File: src/rtl/diffuse_rand_gen_if.sv
// Host/shader-facing bundle for diffuse_rand_gen: burst control in,
// Q3.13 random pairs and status out.
interface diffuse_rand_gen_if;
  logic               seed_vld;
  logic        [31:0] seed;
  logic               start;
  logic        [15:0] count;
  logic               stall;
  logic               busy;
  logic               done;
  logic               op_vld;
  logic signed [15:0] r1;
  logic signed [15:0] r2;
  logic        [15:0] rejects;

  modport master (
    output seed_vld, seed, start, count, stall,
    input  busy, done, op_vld, r1, r2, rejects
  );

  modport slave (
    input  seed_vld, seed, start, count, stall,
    output busy, done, op_vld, r1, r2, rejects
  );
endinterface

File: src/rtl/diffuse_rand_gen.sv
// xorshift32-based generator of Q3.13 pairs strictly inside (-1.0, 1.0),
// emitted in host-requested bursts for the diffuse-bounce shader.
module diffuse_rand_gen #(
  parameter logic [31:0] DEFAULT_SEED = 32'h2545F491
) (
  input  logic               clk,
  input  logic               rst_n,
  diffuse_rand_gen_if.slave  bus
);

  typedef enum logic [1:0] {IDLE, RUN, DONE} state_t;

  localparam logic signed [15:0] NEG_ONE = 16'shE000;

  state_t             state_q, state_d;
  logic        [31:0] x_q, x_d;
  logic        [15:0] remaining_q, remaining_d;
  logic        [15:0] rejects_q, rejects_d;
  logic               op_vld_q, op_vld_d;
  logic signed [15:0] r1_q, r1_d;
  logic signed [15:0] r2_q, r2_d;

  logic        [31:0] x_adv;
  logic signed [15:0] cand_r1, cand_r2;
  logic               draw, reject;

  function automatic logic [31:0] xs_next(input logic [31:0] x);
    logic [31:0] t;
    t = x ^ (x << 13);
    t = t ^ (t >> 17);
    t = t ^ (t << 5);
    return t;
  endfunction

  // 14-bit two's-complement field widened to Q3.13 by sign extension.
  function automatic logic signed [15:0] to_q313(input logic [13:0] f);
    return $signed({f[13], f[13], f});
  endfunction

  function automatic logic [15:0] sat_inc(input logic [15:0] v);
    return (v == 16'hFFFF) ? v : v + 16'd1;
  endfunction

  always_comb begin
    x_adv   = xs_next(x_q);
    cand_r1 = to_q313(x_adv[13:0]);
    cand_r2 = to_q313(x_adv[29:16]);
    reject  = (cand_r1 == NEG_ONE) || (cand_r2 == NEG_ONE);
    draw    = (state_q == RUN) && !bus.stall && (remaining_q != 16'd0);
  end

  always_ff @(posedge clk or negedge rst_n) begin
    if (!rst_n) begin
      state_q     <= IDLE;
      x_q         <= DEFAULT_SEED;
      remaining_q <= 16'd0;
      rejects_q   <= 16'd0;
      op_vld_q    <= 1'b0;
      r1_q        <= 16'sd0;
      r2_q        <= 16'sd0;
    end else begin
      state_q     <= state_d;
      x_q         <= x_d;
      remaining_q <= remaining_d;
      rejects_q   <= rejects_d;
      op_vld_q    <= op_vld_d;
      r1_q        <= r1_d;
      r2_q        <= r2_d;
    end
  end

  // RUN lingers one cycle after the last accepted pair so done trails op_vld.
  always_comb begin
    state_d = state_q;
    case (state_q)
      IDLE:    if (bus.start) state_d = RUN;
      RUN:     if (remaining_q == 16'd0) state_d = DONE;
      DONE:    state_d = IDLE;
      default: state_d = IDLE;
    endcase
  end

  always_comb begin
    x_d         = x_q;
    remaining_d = remaining_q;
    rejects_d   = rejects_q;
    op_vld_d    = 1'b0;
    r1_d        = r1_q;
    r2_d        = r2_q;
    if (state_q == IDLE) begin
      if (bus.seed_vld) x_d = (bus.seed == 32'd0) ? DEFAULT_SEED : bus.seed;
      if (bus.start) begin
        remaining_d = bus.count;
        rejects_d   = 16'd0;
      end
    end
    if (draw) begin
      x_d = x_adv;
      if (reject) begin
        rejects_d = sat_inc(rejects_q);
      end else begin
        op_vld_d    = 1'b1;
        r1_d        = cand_r1;
        r2_d        = cand_r2;
        remaining_d = remaining_q - 16'd1;
      end
    end
  end

  always_comb begin
    bus.busy    = (state_q == RUN);
    bus.done    = (state_q == DONE);
    bus.op_vld  = op_vld_q;
    bus.r1      = r1_q;
    bus.r2      = r2_q;
    bus.rejects = rejects_q;
  end

endmodule

File: src/flat_wrapper.sv
// flat-port wrapper written by rule: the top's interface ports become plain ports
module diffuse_rand_gen_flat 
#(
  parameter logic [31:0] DEFAULT_SEED = 32'h2545F491
)
  (clk, rst_n, bus_seed_vld, bus_seed, bus_start, bus_count, bus_stall, bus_busy, bus_done, bus_op_vld, bus_r1, bus_r2, bus_rejects);
  diffuse_rand_gen_if bus_i ();
  input  logic clk;
  input  logic rst_n;
  input wire logic [$bits(bus_i.seed_vld)-1:0] bus_seed_vld;
  input wire logic [$bits(bus_i.seed)-1:0] bus_seed;
  input wire logic [$bits(bus_i.start)-1:0] bus_start;
  input wire logic [$bits(bus_i.count)-1:0] bus_count;
  input wire logic [$bits(bus_i.stall)-1:0] bus_stall;
  output wire logic [$bits(bus_i.busy)-1:0] bus_busy;
  output wire logic [$bits(bus_i.done)-1:0] bus_done;
  output wire logic [$bits(bus_i.op_vld)-1:0] bus_op_vld;
  output wire logic [$bits(bus_i.r1)-1:0] bus_r1;
  output wire logic [$bits(bus_i.r2)-1:0] bus_r2;
  output wire logic [$bits(bus_i.rejects)-1:0] bus_rejects;
  assign bus_i.seed_vld = bus_seed_vld;
  assign bus_i.seed = bus_seed;
  assign bus_i.start = bus_start;
  assign bus_i.count = bus_count;
  assign bus_i.stall = bus_stall;
  assign bus_busy = bus_i.busy;
  assign bus_done = bus_i.done;
  assign bus_op_vld = bus_i.op_vld;
  assign bus_r1 = bus_i.r1;
  assign bus_r2 = bus_i.r2;
  assign bus_rejects = bus_i.rejects;
  diffuse_rand_gen #(.DEFAULT_SEED(DEFAULT_SEED)) u_core (.clk(clk), .rst_n(rst_n), .bus(bus_i));
endmodule
File: config.mk
export PLATFORM = sky130hd
export DESIGN_NAME = diffuse_rand_gen_flat
export DESIGN_NICKNAME = d
export VERILOG_FILES = /design/src/rtl/diffuse_rand_gen_if.sv /design/src/rtl/diffuse_rand_gen.sv /design/src/flat_wrapper.sv
export SDC_FILE = /design/constraint.sdc
export NUM_CORES = 1
export LEC_CHECK = 0
export CORE_AREA = 5 5 107 109
export DETAILED_ROUTE_END_ITERATION = 10
export DIE_AREA = 0 0 112 114
export PLACE_DENSITY = 0.94
export SETUP_SLACK_MARGIN = 0.15
export SLEW_MARGIN = 20
export SYNTH_ARGS = -nofsm -noshare
export SYNTH_HDL_FRONTEND = slang
export SYNTH_SLANG_ARGS = --single-unit
File: constraint.sdc
create_clock -name clk -period 4.2 [get_ports clk]
set_input_delay 1.05 -clock clk [delete_from_list [all_inputs] [get_ports clk]]
set_output_delay 1.05 -clock clk [all_outputs]
set_load 0.1 [all_outputs]
Yosys cells after proc, flatten, opt, wreduce, memory -nomap -nowiden
Index checks and enable logic that the tools add are counted.
Widths: inputs -> output; s select.
{ "op_classes": {"n_reduce_logical": 13, "bitwise": 4, "n_eq_ne": 8, "n_addsub": 2, "mux": 18} }
{ "op_table": {"columns": ["cell", "count"], "rows": [
  ["$mux 16", 9],
  ["$mux 32", 4],
  ["$xor 32x32->32", 2],
  ["$logic_not 32->1", 1],
  ["$xor 32x15->32", 1],
  ["$eq 14x14->1 const B", 2],
  ["$add 16x1->16 const B", 1],
  ["$eq 16x16->1 const B", 1],
  ["$logic_not 16->1", 1],
  ["$reduce_bool 16->1", 1],
  ["$sub 16x1->16 const B", 1],
  ["$reduce_and 2->1", 3],
  ["$mux 2", 2],
  ["$pmux 2 s2", 1],
  ["$reduce_bool 2->1", 2],
  ["$ne 3x3->1 const B", 1],
  ["$eq 2x1->1 const B", 1],
  ["$eq 2x2->1 const B", 1],
  ["$logic_and 1x1->1", 2],
  ["$logic_not 2->1", 1],
  ["$mux 1", 2],
  ["$ne 2x1->1 const B", 1],
  ["$ne 2x2->1 const B", 1],
  ["$logic_not 1->1", 1],
  ["2 further kinds", 2]
]} }
{ "word_totals": {"input_bits": 53, "ff_bits": 95, "elab_cells": 52, "out_inout_bits": 51} }

Logic depth before layout (Yosys ltp)
Gate-level depths: netlist (run 1).
{ "logic_depth": {"word_depth": 7, "depth_mapped": 11, "mapped_depth_nobuf": 9} }

Least setup slack after synthesis (run 1)
Ideal clock, no wire load.
{ "synth_path": {"path_type": "reg2reg", "start": "register u_core.x_q[13]", "end": "register u_core.rejects_q[7] (netlist: u_core.bus.rejects[7])", "required_ns": 4.074, "synth_period_minus_slack_ns": 2.807, "arrival_time_ns": 2.681, "path_buffers": 2, "stages_incl_launch_ff": 9, "setup_time_ns": 0.126, "path_slack_ns": 1.393, "path_cell_list": "dfstp_2 > clkbuf_1 > xnor3_1 > xor2_1 > nand4_1 > or4_1 > buf_6 > o22a_4 > o311a_1"} }
{ "synth_via": {"elab_chain_cells": 7, "word_cells_on_any_way": 9, "classes_between": "3 x eq/ne; 2 x mux; 3 x bitwise; 1 x reduce/logical"} }
{ "synth_lines": {"columns": ["item", "line", "rtl"], "rows": [
  ["from (decl)", "diffuse_rand_gen.sv:16", "logic [31:0] x_q, x_d;"],
  ["from (signal assigned)", "diffuse_rand_gen.sv:55", "x_q <= DEFAULT_SEED;"],
  ["from (signal assigned)", "diffuse_rand_gen.sv:63", "x_q <= x_d;"],
  ["$xor 32x32->32 (*)", "diffuse_rand_gen.sv:29", "t = x ^ (x << 13);"],
  ["$xor 32x15->32 (*)", "diffuse_rand_gen.sv:30", "t = t ^ (t >> 17);"],
  ["$xor 32x32->32 (*)", "diffuse_rand_gen.sv:31", "t = t ^ (t << 5);"],
  ["$eq 14x14->1", "diffuse_rand_gen.sv:48", "reject = (cand_r1 == NEG_ONE) || (cand_r2 == NEG_ONE);"],
  ["$logic_or 1x1->1 (*)", "diffuse_rand_gen.sv:48", null],
  ["$mux 16", "diffuse_rand_gen.sv:99", "if (reject) begin"],
  ["$mux 16", "diffuse_rand_gen.sv:97", "if (draw) begin"],
  ["to (signal assigned)", "diffuse_rand_gen.sv:65", "rejects_q <= rejects_d;"],
  ["to (decl)", "diffuse_rand_gen.sv:18", "logic [15:0] rejects_q, rejects_d;"]
]} }
Every way passes the cells marked *; elsewhere a longest branch is shown, timed or not.
A chain may end at the register's enable or synchronous reset.

Worst setup path after layout (run 1)
{ "layout_path": {"start": "register u_core.remaining_q[0]", "end": "register u_core.rejects_q[8] (netlist: u_core.bus.rejects[8])"} }
{ "layout_via": {"elab_chain_cells": 3, "word_cells_on_any_way": 4, "classes_between": "1 x eq/ne; 1 x mux; 2 x reduce/logical"} }
{ "layout_lines": {"columns": ["item", "line", "rtl"], "rows": [
  ["from (decl)", "diffuse_rand_gen.sv:17", "logic [15:0] remaining_q, remaining_d;"],
  ["from (signal assigned)", "diffuse_rand_gen.sv:64", "remaining_q <= remaining_d;"],
  ["$reduce_bool 16->1 (*)", "diffuse_rand_gen.sv:49", "draw = (state_q == RUN) && !bus.stall && (remaining_q != 16'd0);"],
  ["$logic_and 1x1->1 (*)", "diffuse_rand_gen.sv:49", null],
  ["$ne 3x3->1 (no source line) or $mux 16 (tied branches)", null, null]
]} }
Marks and branches as above.

==> results of run 1 <==
## synthesized netlist by cell type (3+ instances only)
library cell,instances
nand2_1,94
dfrtp_1,81
o21ai_0,46
nor2_1,35
xnor2_1,31
a21oi_1,26
xor2_1,18
inv_1,17
clkbuf_1,16
dfstp_2,14
nand3_1,14
nor3_1,13
nor4_1,13
a21o_1,12
o211ai_1,12
and3_1,11
nand4_1,11
buf_2,10
xnor3_1,10
a21oi_2,9
or3_1,9
o21a_1,7
o22ai_1,7
a211oi_1,6
buf_6,5
o21bai_1,5
o32ai_1,5
a31oi_1,4
buf_4,4
nand2b_1,4
xor2_2,4
and2_1,3
o22a_1,3
or2_2,3
## metrics by stage
| step | worst slack (ns) | hold slack [ns] | util [%] | cell area (um2) |
|---|---|---|---|---|
| 6_report | 0.649 | 0.473 | 66.6 | 7000 |
| 5_1_grt | 0.432 | 0.491 | 66.6 | 7000 |
| 4_1_cts | 0.724 | 0.471 | 66.6 | 7000 |
| 3_5_place_dp | 0.789 | 0.471 | 64.6 | 6790 |
| 3_3_place_gp | 0.911 | 0.450 | 64.6 | 6790 |
| 2_1_floorplan | 1.39 | 0.433 | - | 5730 |
## where the power goes
part / total [mW] / internal, mW / switching [mW]
Clock: 0.643 / 0.293 / 0.350
Combinational: 4.38 / 1.56 / 2.82
Sequential: 1.69 / 1.32 / 0.372
## cells by family (layout without fill, tap and decap cells)
family                     after synthesis  after routing
muxes                                    3              3
DFF                                     95             95
AOI/OAI and AO/OA                      166            166
and+or+nand+nor                        218            218
adders and majority gates                2              2
xor gates and xnor gates                66             66
buffers and inverters                   55            145
## area by class of cell
type | count | area [um2]
fill | 784 | 3510
multi-input combinational | 455 | 3060
sequential | 95 | 2390
timing repair buffer | 111 | 1090
tap | 140 | 175
clock buffer | 10 | 138
clock inverter | 6 | 70.1
inverter | 18 | 70.1
## sequential cells by signal, summed over array words and instances (netlist names)
name / cells
u_core.remaining_q: 16
u_core.x_q: 32
u_core.bus.op_vld: 1
u_core.bus.r2: 14
u_core.bus.rejects: 16
u_core.state_q: 2
u_core.bus.r1: 14
## how the worst max path moves through the flow
stage | endpoint | slack [ns] | depth (start not counted) | start
4_1_cts | u_core.bus.rejects[8] | 0.72 | 9 | u_core.remaining_q[0]
3_5_place_dp | u_core.bus.rejects[8] | 0.79 | 9 | u_core.remaining_q[0]
2_1_floorplan | u_core.bus.rejects[7] | 1.39 | 8 | u_core.x_q[13]
5_1_grt | u_core.bus.rejects[8] | 0.43 | 9 | u_core.remaining_q[0]
3_3_place_gp | u_core.bus.rejects[8] | 0.91 | 9 | u_core.remaining_q[0]
6_report | u_core.bus.rejects[8] | 0.65 | 9 | u_core.remaining_q[0]
## routing by layer
layer | up-vias | global-route usage (%) | wire, um
met5 | - | 0 | 0
met4 | 0 | 12.3 | 691
met3 | 52 | 5.57 | 1190
met2 | 232 | 41.6 | 7670
met1 | 2412 | 31.8 | 6380
li1 | 2318 | - | -
==> flow_summary.ini, run 1 <==
[clocking]
cts_hold_buf = 0
clockBufferDepth = 2
cts.sinks = 95
cts-buffers-inserted = 9
path_clk_slew_ns = 0.10
cts_setup_buffers = 0
clk_latency_ns = 0.38
clockRootBuffer = clkbuf_8
cts_resized = 0
cts_tree = built
cts_max_level = 3

[yosys]
synth_top_family_by_area = compound AO/OA/AOI/OAI gates
synth_top_cell_by_area = dfrtp_1
seq_area_frac_synth_pct = 41.8
yosys_register_bits = 95
synthXorXnorAreaFrac_pct = 13.7
postSynthCellCount = 605
async_flop_share_pct = 100
synth_fa_ha_area_share_pct = 0.437
synth_nets = 660
synth_ff_type = dfrtp_1
synth_simple_gate_area_share_pct = 17.9
ys_top_cells_by_area = dfrtp_1, dfstp_2, nand2_1
synth_mux_area_share_pct = 0.656
yosys_warnings = 0
synth_compound_area_share_pct = 20.7
synth-edff-count = 0
syn_area_um2 = 5730
synth_cell_types = 70
yosysTopAreaCellShare_pct = 35.4
syn_avg_cell_area_um2 = 9.46

[critical_path]
slowest_stage = o21ai_2
r2r_cells = 9
r2r_slack_ns = 0.65
r2r_end = u_core.bus.rejects[8]
arrival_ns = 3.85
crit_chain = inv_1 -> ha_1 -> nor3b_1 -> nand3_1 -> o21ai_2 -> buf_4 -> o22a_4 -> mux2_4 -> o31ai_4
path_delay_family = compound AO/OA/AOI/OAI gates
worst_ep_required_time_ns = 4.50
worstPathMaxFanout = 28
reg2reg_from = u_core.remaining_q[0]
crit_buf_inv = 2
max_stage_delay_ns = 0.61
crit_type = reg -> reg
cp-start-kind = flip-flop
cp-end-kind = flip-flop

[timing]
rsz0062_at_grt = no
min_period_over_period_pct = 84.5
relSlewSlack_pct = 33.1
min_period_ns = 3.55
worstMarginPinSlew_ns = 1.00
finalClockSkew_ns = 0.00758
hold_violations = 0
setup_viol_count_final = 0
totalNegativeSetupSlack_ns = 0
max_freq_mhz = 282
slew_violations = 0

[power]
leakage_nw = 2.81
total_power_mw = 6.72
peakVddDrop_mv = 0.656
power_per_cell_area_nw_per_um2 = 959

[place]
dpl.hpwl_um = 11800
place_inst = 819
gp_congestion = 0.976
portBuffers = 103

[final_layout]
diodes = 0
layout-drive-gt1-share_pct = 10.9
final_cell_mix = clkdlybuf4s50_1, nand2_1, dfrtp_1
syn_to_final_growth_pct = 22.3
final_cells = 835
final_common_cell = clkdlybuf4s50_1
fin_nets = 745

[global_route]
antenna_found_initial = 0
grt_usage_pct = 25.3
grt_pass1_wl_um = 25700
overflow = 0
grt_max_degree = 57
first_global_vias = 4985

[floorplanning]
rows = 38
dieArea_um2 = 12800
die_h_um = 114
die_x_um = 112
ios = 104
core_um2 = 10500
start_util_pct = 54.5

[min_path]
hold_end = u_core.state_q[0]
hp-class = reg -> reg
hold_path_startpoint = u_core.state_q[1]
hold_path_depth = 1

[route]
avgViaCountPerCell = 6.00
vias = 5014
wl_per_cell_um = 19.1
drtPass1Iterations = 5
post-route-drc-count = 0
wirelength_um = 15900
dr.first_iter.drc_count = 510
drtAntennaViolNets = 0

[job]
cap_violations = 0

[outcome]
outcome = completed
Note: power is estimated with default switching activity, not from simulation.
==> run 2: changes to the inputs <==
--- a/config.mk
+++ b/config.mk
@@ -5,10 +5,10 @@
 export SDC_FILE = /design/constraint.sdc
 export NUM_CORES = 1
 export LEC_CHECK = 0
-export CORE_AREA = 5 5 107 109
+export CORE_AREA = 5 5 110 112
 export DETAILED_ROUTE_END_ITERATION = 10
-export DIE_AREA = 0 0 112 114
-export PLACE_DENSITY = 0.94
+export DIE_AREA = 0 0 115 117
+export PLACE_DENSITY = 0.9
 export SETUP_SLACK_MARGIN = 0.15
 export SLEW_MARGIN = 20
 export SYNTH_ARGS = -nofsm -noshare
==> constraint.sdc (replaced) <==
create_clock -name clk -period 3.65 [get_ports clk]
set_input_delay 0.9125 -clock clk [delete_from_list [all_inputs] [get_ports clk]]
set_output_delay 0.9125 -clock clk [all_outputs]
set_load 0.1 [all_outputs]
==> run 2 against run 1 <==
Utilization is 3.4 points lower. Wire length is 0.27% higher. Final area is 0.45% higher. Clock skew hardly changed. Clock-buffer cell count is 3 higher. Hold slack worse by 0.0034 ns. Die area is 5.4% higher. Critical path depth is 2 lower. Final cell count is 1.1% higher. Register-to-register slack worse by 0.19 ns. Setup slack worse by 0.19 ns. Critical path type unchanged. Highest routed layer unchanged.
==> flow_summary.ini, run 2 (synthesis results as in run 1) <==
[global_route]
grt_usage_pct = 24.6
grt_max_degree = 96
overflow = 0
antenna_found_initial = 0
first_global_vias = 5044
grt_pass1_wl_um = 25900

[critical_path]
worstPathMaxFanout = 14
crit_type = reg -> reg
r2r_end = u_core.remaining_q[12]
cp-endpoint = u_core.remaining_q[12]
arrival_ns = 3.43
cp-start-kind = flip-flop
r2r_slack_ns = 0.45
r2r_cells = 7
worst_ep_required_time_ns = 3.89
reg2reg_from = u_core.x_q[14]
startpoint = u_core.x_q[14]
cp-end-kind = flip-flop

[timing]
slew_violations = 0
setup_viol_count_final = 0
totalNegativeSetupSlack_ns = 0
max_freq_mhz = 313
hold_violations = 0
worstMarginPinSlew_ns = 0.965
rsz0062_at_grt = no
min_period_ns = 3.20
min_period_over_period_pct = 87.5
relSlewSlack_pct = 35.5
finalClockSkew_ns = 0.00751

[floorplanning]
die_x_um = 115
start_util_pct = 51.5
rows = 39
core_um2 = 11100
dieArea_um2 = 13500
ios = 104
die_h_um = 117

[clocking]
cts_resized = 0
cts_hold_buf = 0
cts_setup_buffers = 0
cts.sinks = 95
cts-buffers-inserted = 9
clockBufferDepth = 2
cts_max_level = 3
path_clk_slew_ns = 0.07
clockRootBuffer = clkbuf_16
cts_tree = built
clk_latency_ns = 0.35

[route]
avgViaCountPerCell = 6.10
drtPass1Iterations = 8
post-route-drc-count = 0
vias = 5148
wirelength_um = 16000
drtAntennaViolNets = 0
dr.first_iter.drc_count = 605
wl_per_cell_um = 18.9

[final_layout]
final_cell_mix = nand2_1, dfrtp_1, buf_4
final_common_cell = nand2_1
seqCellArea_um2 = 2390
diodes = 0
multiInputGateArea_um2 = 3060
largest_register = u_core.x_q
fin_nets = 751
syn_to_final_growth_pct = 22.8
fillers = 897
layout-drive-gt1-share_pct = 18.7
largest_register_ff_count = 32

[place]
portBuffers = 103
gp_congestion = 0.972
dpl.hpwl_um = 11800

[min_path]
hp-class = reg -> reg

[outcome]
outcome = completed

[job]
cap_violations = 0
==> run 2: cell count changes in the layout (fill, tap and decap cells not counted), moves of 2 or more <==
| cell | before | now |
|---|---|---|
| clkbuf_16 | 0 | 9 |
| clkinv_2 | 0 | 3 |
| clkdlybuf4s50_1 | 102 | 52 |
| clkbuf_8 | 10 | 4 |
| buf_12 | 0 | 2 |
| buf_4 | 9 | 63 |
| clkinv_4 | 2 | 0 |
| clkinvlp_4 | 3 | 0 |
==> run 2: layout make-up <==
| class | count | share of cell area [%] |
|---|---|---|
| sequential | 95 | 34.1 |
| clock inverter | 3 | 0.214 |
| timing repair buffer | 117 | 14.7 |
| inverter | 18 | 0.996 |
| clock buffer | 13 | 3.99 |
| tap | 143 | 2.54 |
| multi-input combinational | 455 | 43.5 |
==> run 2: critical path: stages, from the launching register on <==
cell,delay (ns)
dfstp_2,0.57
xnor3_1,0.38
xnor3_2,0.38
nand4_1,0.10
or4_1,0.75
a31oi_4,0.51
o21ba_2,0.23
o21a_1,0.16
==> run 2: stage by stage <==
step / hold WS (ns) / cells / instance area, um2 / utilization [%] / setup WS, ns
2_1_floorplan: 0.433 / 605 / 5730 / - / 0.843
3_3_place_gp: 0.446 / 828 / 6740 / 60.5 / 0.515
3_5_place_dp: 0.456 / 828 / 6740 / 60.5 / 0.479
4_1_cts: 0.465 / 844 / 7030 / 63.2 / 0.456
5_1_grt: 0.482 / 844 / 7030 / 63.2 / 0.328
6_report: 0.469 / 844 / 7030 / 63.2 / 0.455
==> run 2: how the worst min path moves through the flow <==
stage,start,end,slack [ns],cells after the start
2_1_floorplan,u_core.state_q[1],u_core.state_q[0],0.43,1
3_3_place_gp,u_core.state_q[1],u_core.state_q[0],0.45,1
3_5_place_dp,u_core.state_q[1],u_core.state_q[0],0.46,1
4_1_cts,u_core.state_q[1],u_core.state_q[0],0.47,1
5_1_grt,u_core.state_q[1],u_core.state_q[0],0.48,1
6_report,u_core.state_q[1],u_core.state_q[0],0.47,1
==> run 2: metal layers <==
metal / GRT usage, % / vias up / wire length (um) / share of wire (%)
met1: 33.1 / 2493 / 6450 / 40
met2: 39.1 / 264 / 7660 / 48
li1: - / 2347 / - / -
met5: 0 / - / 0 / 0
met4: 9.08 / 0 / 465 / 2.9
met3: 5.66 / 44 / 1400 / 8.8
Power of run 2 is not shown: default switching activity piles up to over one toggle a cycle in this logic, so the estimate is an artifact.
==> run 3: changes to the inputs <==
--- a/config.mk
+++ b/config.mk
@@ -10,7 +10,7 @@
 export DIE_AREA = 0 0 115 117
 export PLACE_DENSITY = 0.9
 export SETUP_SLACK_MARGIN = 0.15
-export SLEW_MARGIN = 20
+export SLEW_MARGIN = 40
 export SYNTH_ARGS = -nofsm -noshare
 export SYNTH_HDL_FRONTEND = slang
 export SYNTH_SLANG_ARGS = --single-unit
==> run 3 against run 2 <==
Non-clock buffer count is the same. Clock skew shrank 0.00060 ns. Critical path depth is the same. Final cell count is the same. Highest routed layer unchanged.
==> flow_summary.ini, run 3 (synthesis results as in run 1) <==
[floorplanning]
rows = 39
core_um2 = 11100
die_h_um = 117
ios = 104
die_x_um = 115
start_util_pct = 51.5
dieArea_um2 = 13500

[job]
cap_violations = 0

[timing]
relSlewSlack_pct = 50.3
rsz0062_at_grt = no
finalClockSkew_ns = 0.00691
min_period_over_period_pct = 87.8
min_period_ns = 3.20
worstMarginPinSlew_ns = 0.744
slew_violations = 0
setup_slack_ns = 0.445
hold_violations = 0
max_freq_mhz = 312
setup_viol_count_final = 0
totalNegativeSetupSlack_ns = 0

[global_route]
overflow = 0
antenna_found_initial = 0
first_global_vias = 5076
grt_usage_pct = 24.6
grt_max_degree = 96
grt_pass1_wl_um = 26000

[clocking]
cts_resized = 0
clockRootBuffer = clkbuf_16
cts_setup_buffers = 0
path_clk_slew_ns = 0.07
cts-buffers-inserted = 9
clockBufferDepth = 2
cts_max_level = 3
cts.sinks = 95
cts_tree = built
cts_hold_buf = 0
clk_latency_ns = 0.35

[final_layout]
fin_nets = 751
diodes = 0
syn_to_final_growth_pct = 22.7
largest_register = u_core.x_q
largest_register_ff_count = 32
layout-drive-gt1-share_pct = 18.8
fin_util_pct = 63.2
final_cell_mix = nand2_1, dfrtp_1, buf_4
fin_area_um2 = 7030
final_common_cell = nand2_1

[outcome]
outcome = completed

[place]
gp_congestion = 0.972
dpl.hpwl_um = 11800
pre_cts_slack_ns = 0.488
dpl-instance-area_um2 = 6730
portBuffers = 103

[route]
wirelength_um = 16000
wl_per_cell_um = 19.0
drtPass1Iterations = 5
post-route-drc-count = 0
dr.first_iter.drc_count = 677
vias = 5156
avgViaCountPerCell = 6.11
drtAntennaViolNets = 0

[critical_path]
cp-start-kind = flip-flop
cp-end-kind = flip-flop
worst_ep_required_time_ns = 3.89
arrival_ns = 3.44
worstPathMaxFanout = 14
crit_type = reg -> reg

[min_path]
hp-class = reg -> reg
==> run 3: cell count changes in the layout (fill, tap and decap cells not counted), sizes merged <==
cell,change
clkdlybuf4s50,-1
buf,+1
==> run 3: worst paths after layout <==
check | slack, ns | cells after the start | end | start
hold / removal | 0.47 | 1 | u_core.state_q[0] | u_core.state_q[1]
setup / recovery | 0.45 | 7 | u_core.remaining_q[12] | u_core.x_q[8]
min in group asynchronous | 0.56 | 2 | u_core.x_q[27] | rst_n
setup reg to reg | 0.45 | 7 | u_core.remaining_q[12] | u_core.x_q[8]
hold reg to reg | 0.47 | 1 | u_core.state_q[0] | u_core.state_q[1]
max in group asynchronous | 2.62 | 2 | u_core.x_q[12] | rst_n
==> run 3: layer usage <==
layer  global-route usage (%)  vias up  part of all wire [%]
met3                     5.76       50                   8.8
met5                        0        -                     0
met4                     9.00        0                   3.1
li1                         -     2337                     -
met1                     32.8     2502                    40
met2                     39.3      267                    48
==> run 3: metrics by stage <==
step	hold WS [ns]	cells
after global placement	0.446	828
after global routing	0.479	844
after floorplan	0.433	605
after CTS	0.465	844
final	0.466	844
after detailed placement	0.457	828
==> run 3: critical path: stages (launching register included) <==
cell,delay [ns]
dfrtp_1,0.52
xnor3_1,0.50
xor2_1,0.29
nand4_1,0.13
or4_1,0.76
a31oi_4,0.51
o21ba_2,0.23
o21a_1,0.16
==> run 3: final cells by class <==
cell class / instances / area [um2]
clock inverters: 3 / 15.0
repair buffers: 117 / 1030
multi-input cells: 455 / 3060
inverters: 18 / 70.1
fillers: 898 / 4100
flip-flops and latches: 95 / 2390
clock buffers: 13 / 280
well taps: 143 / 179
Power of run 3 is left out for the same reason.
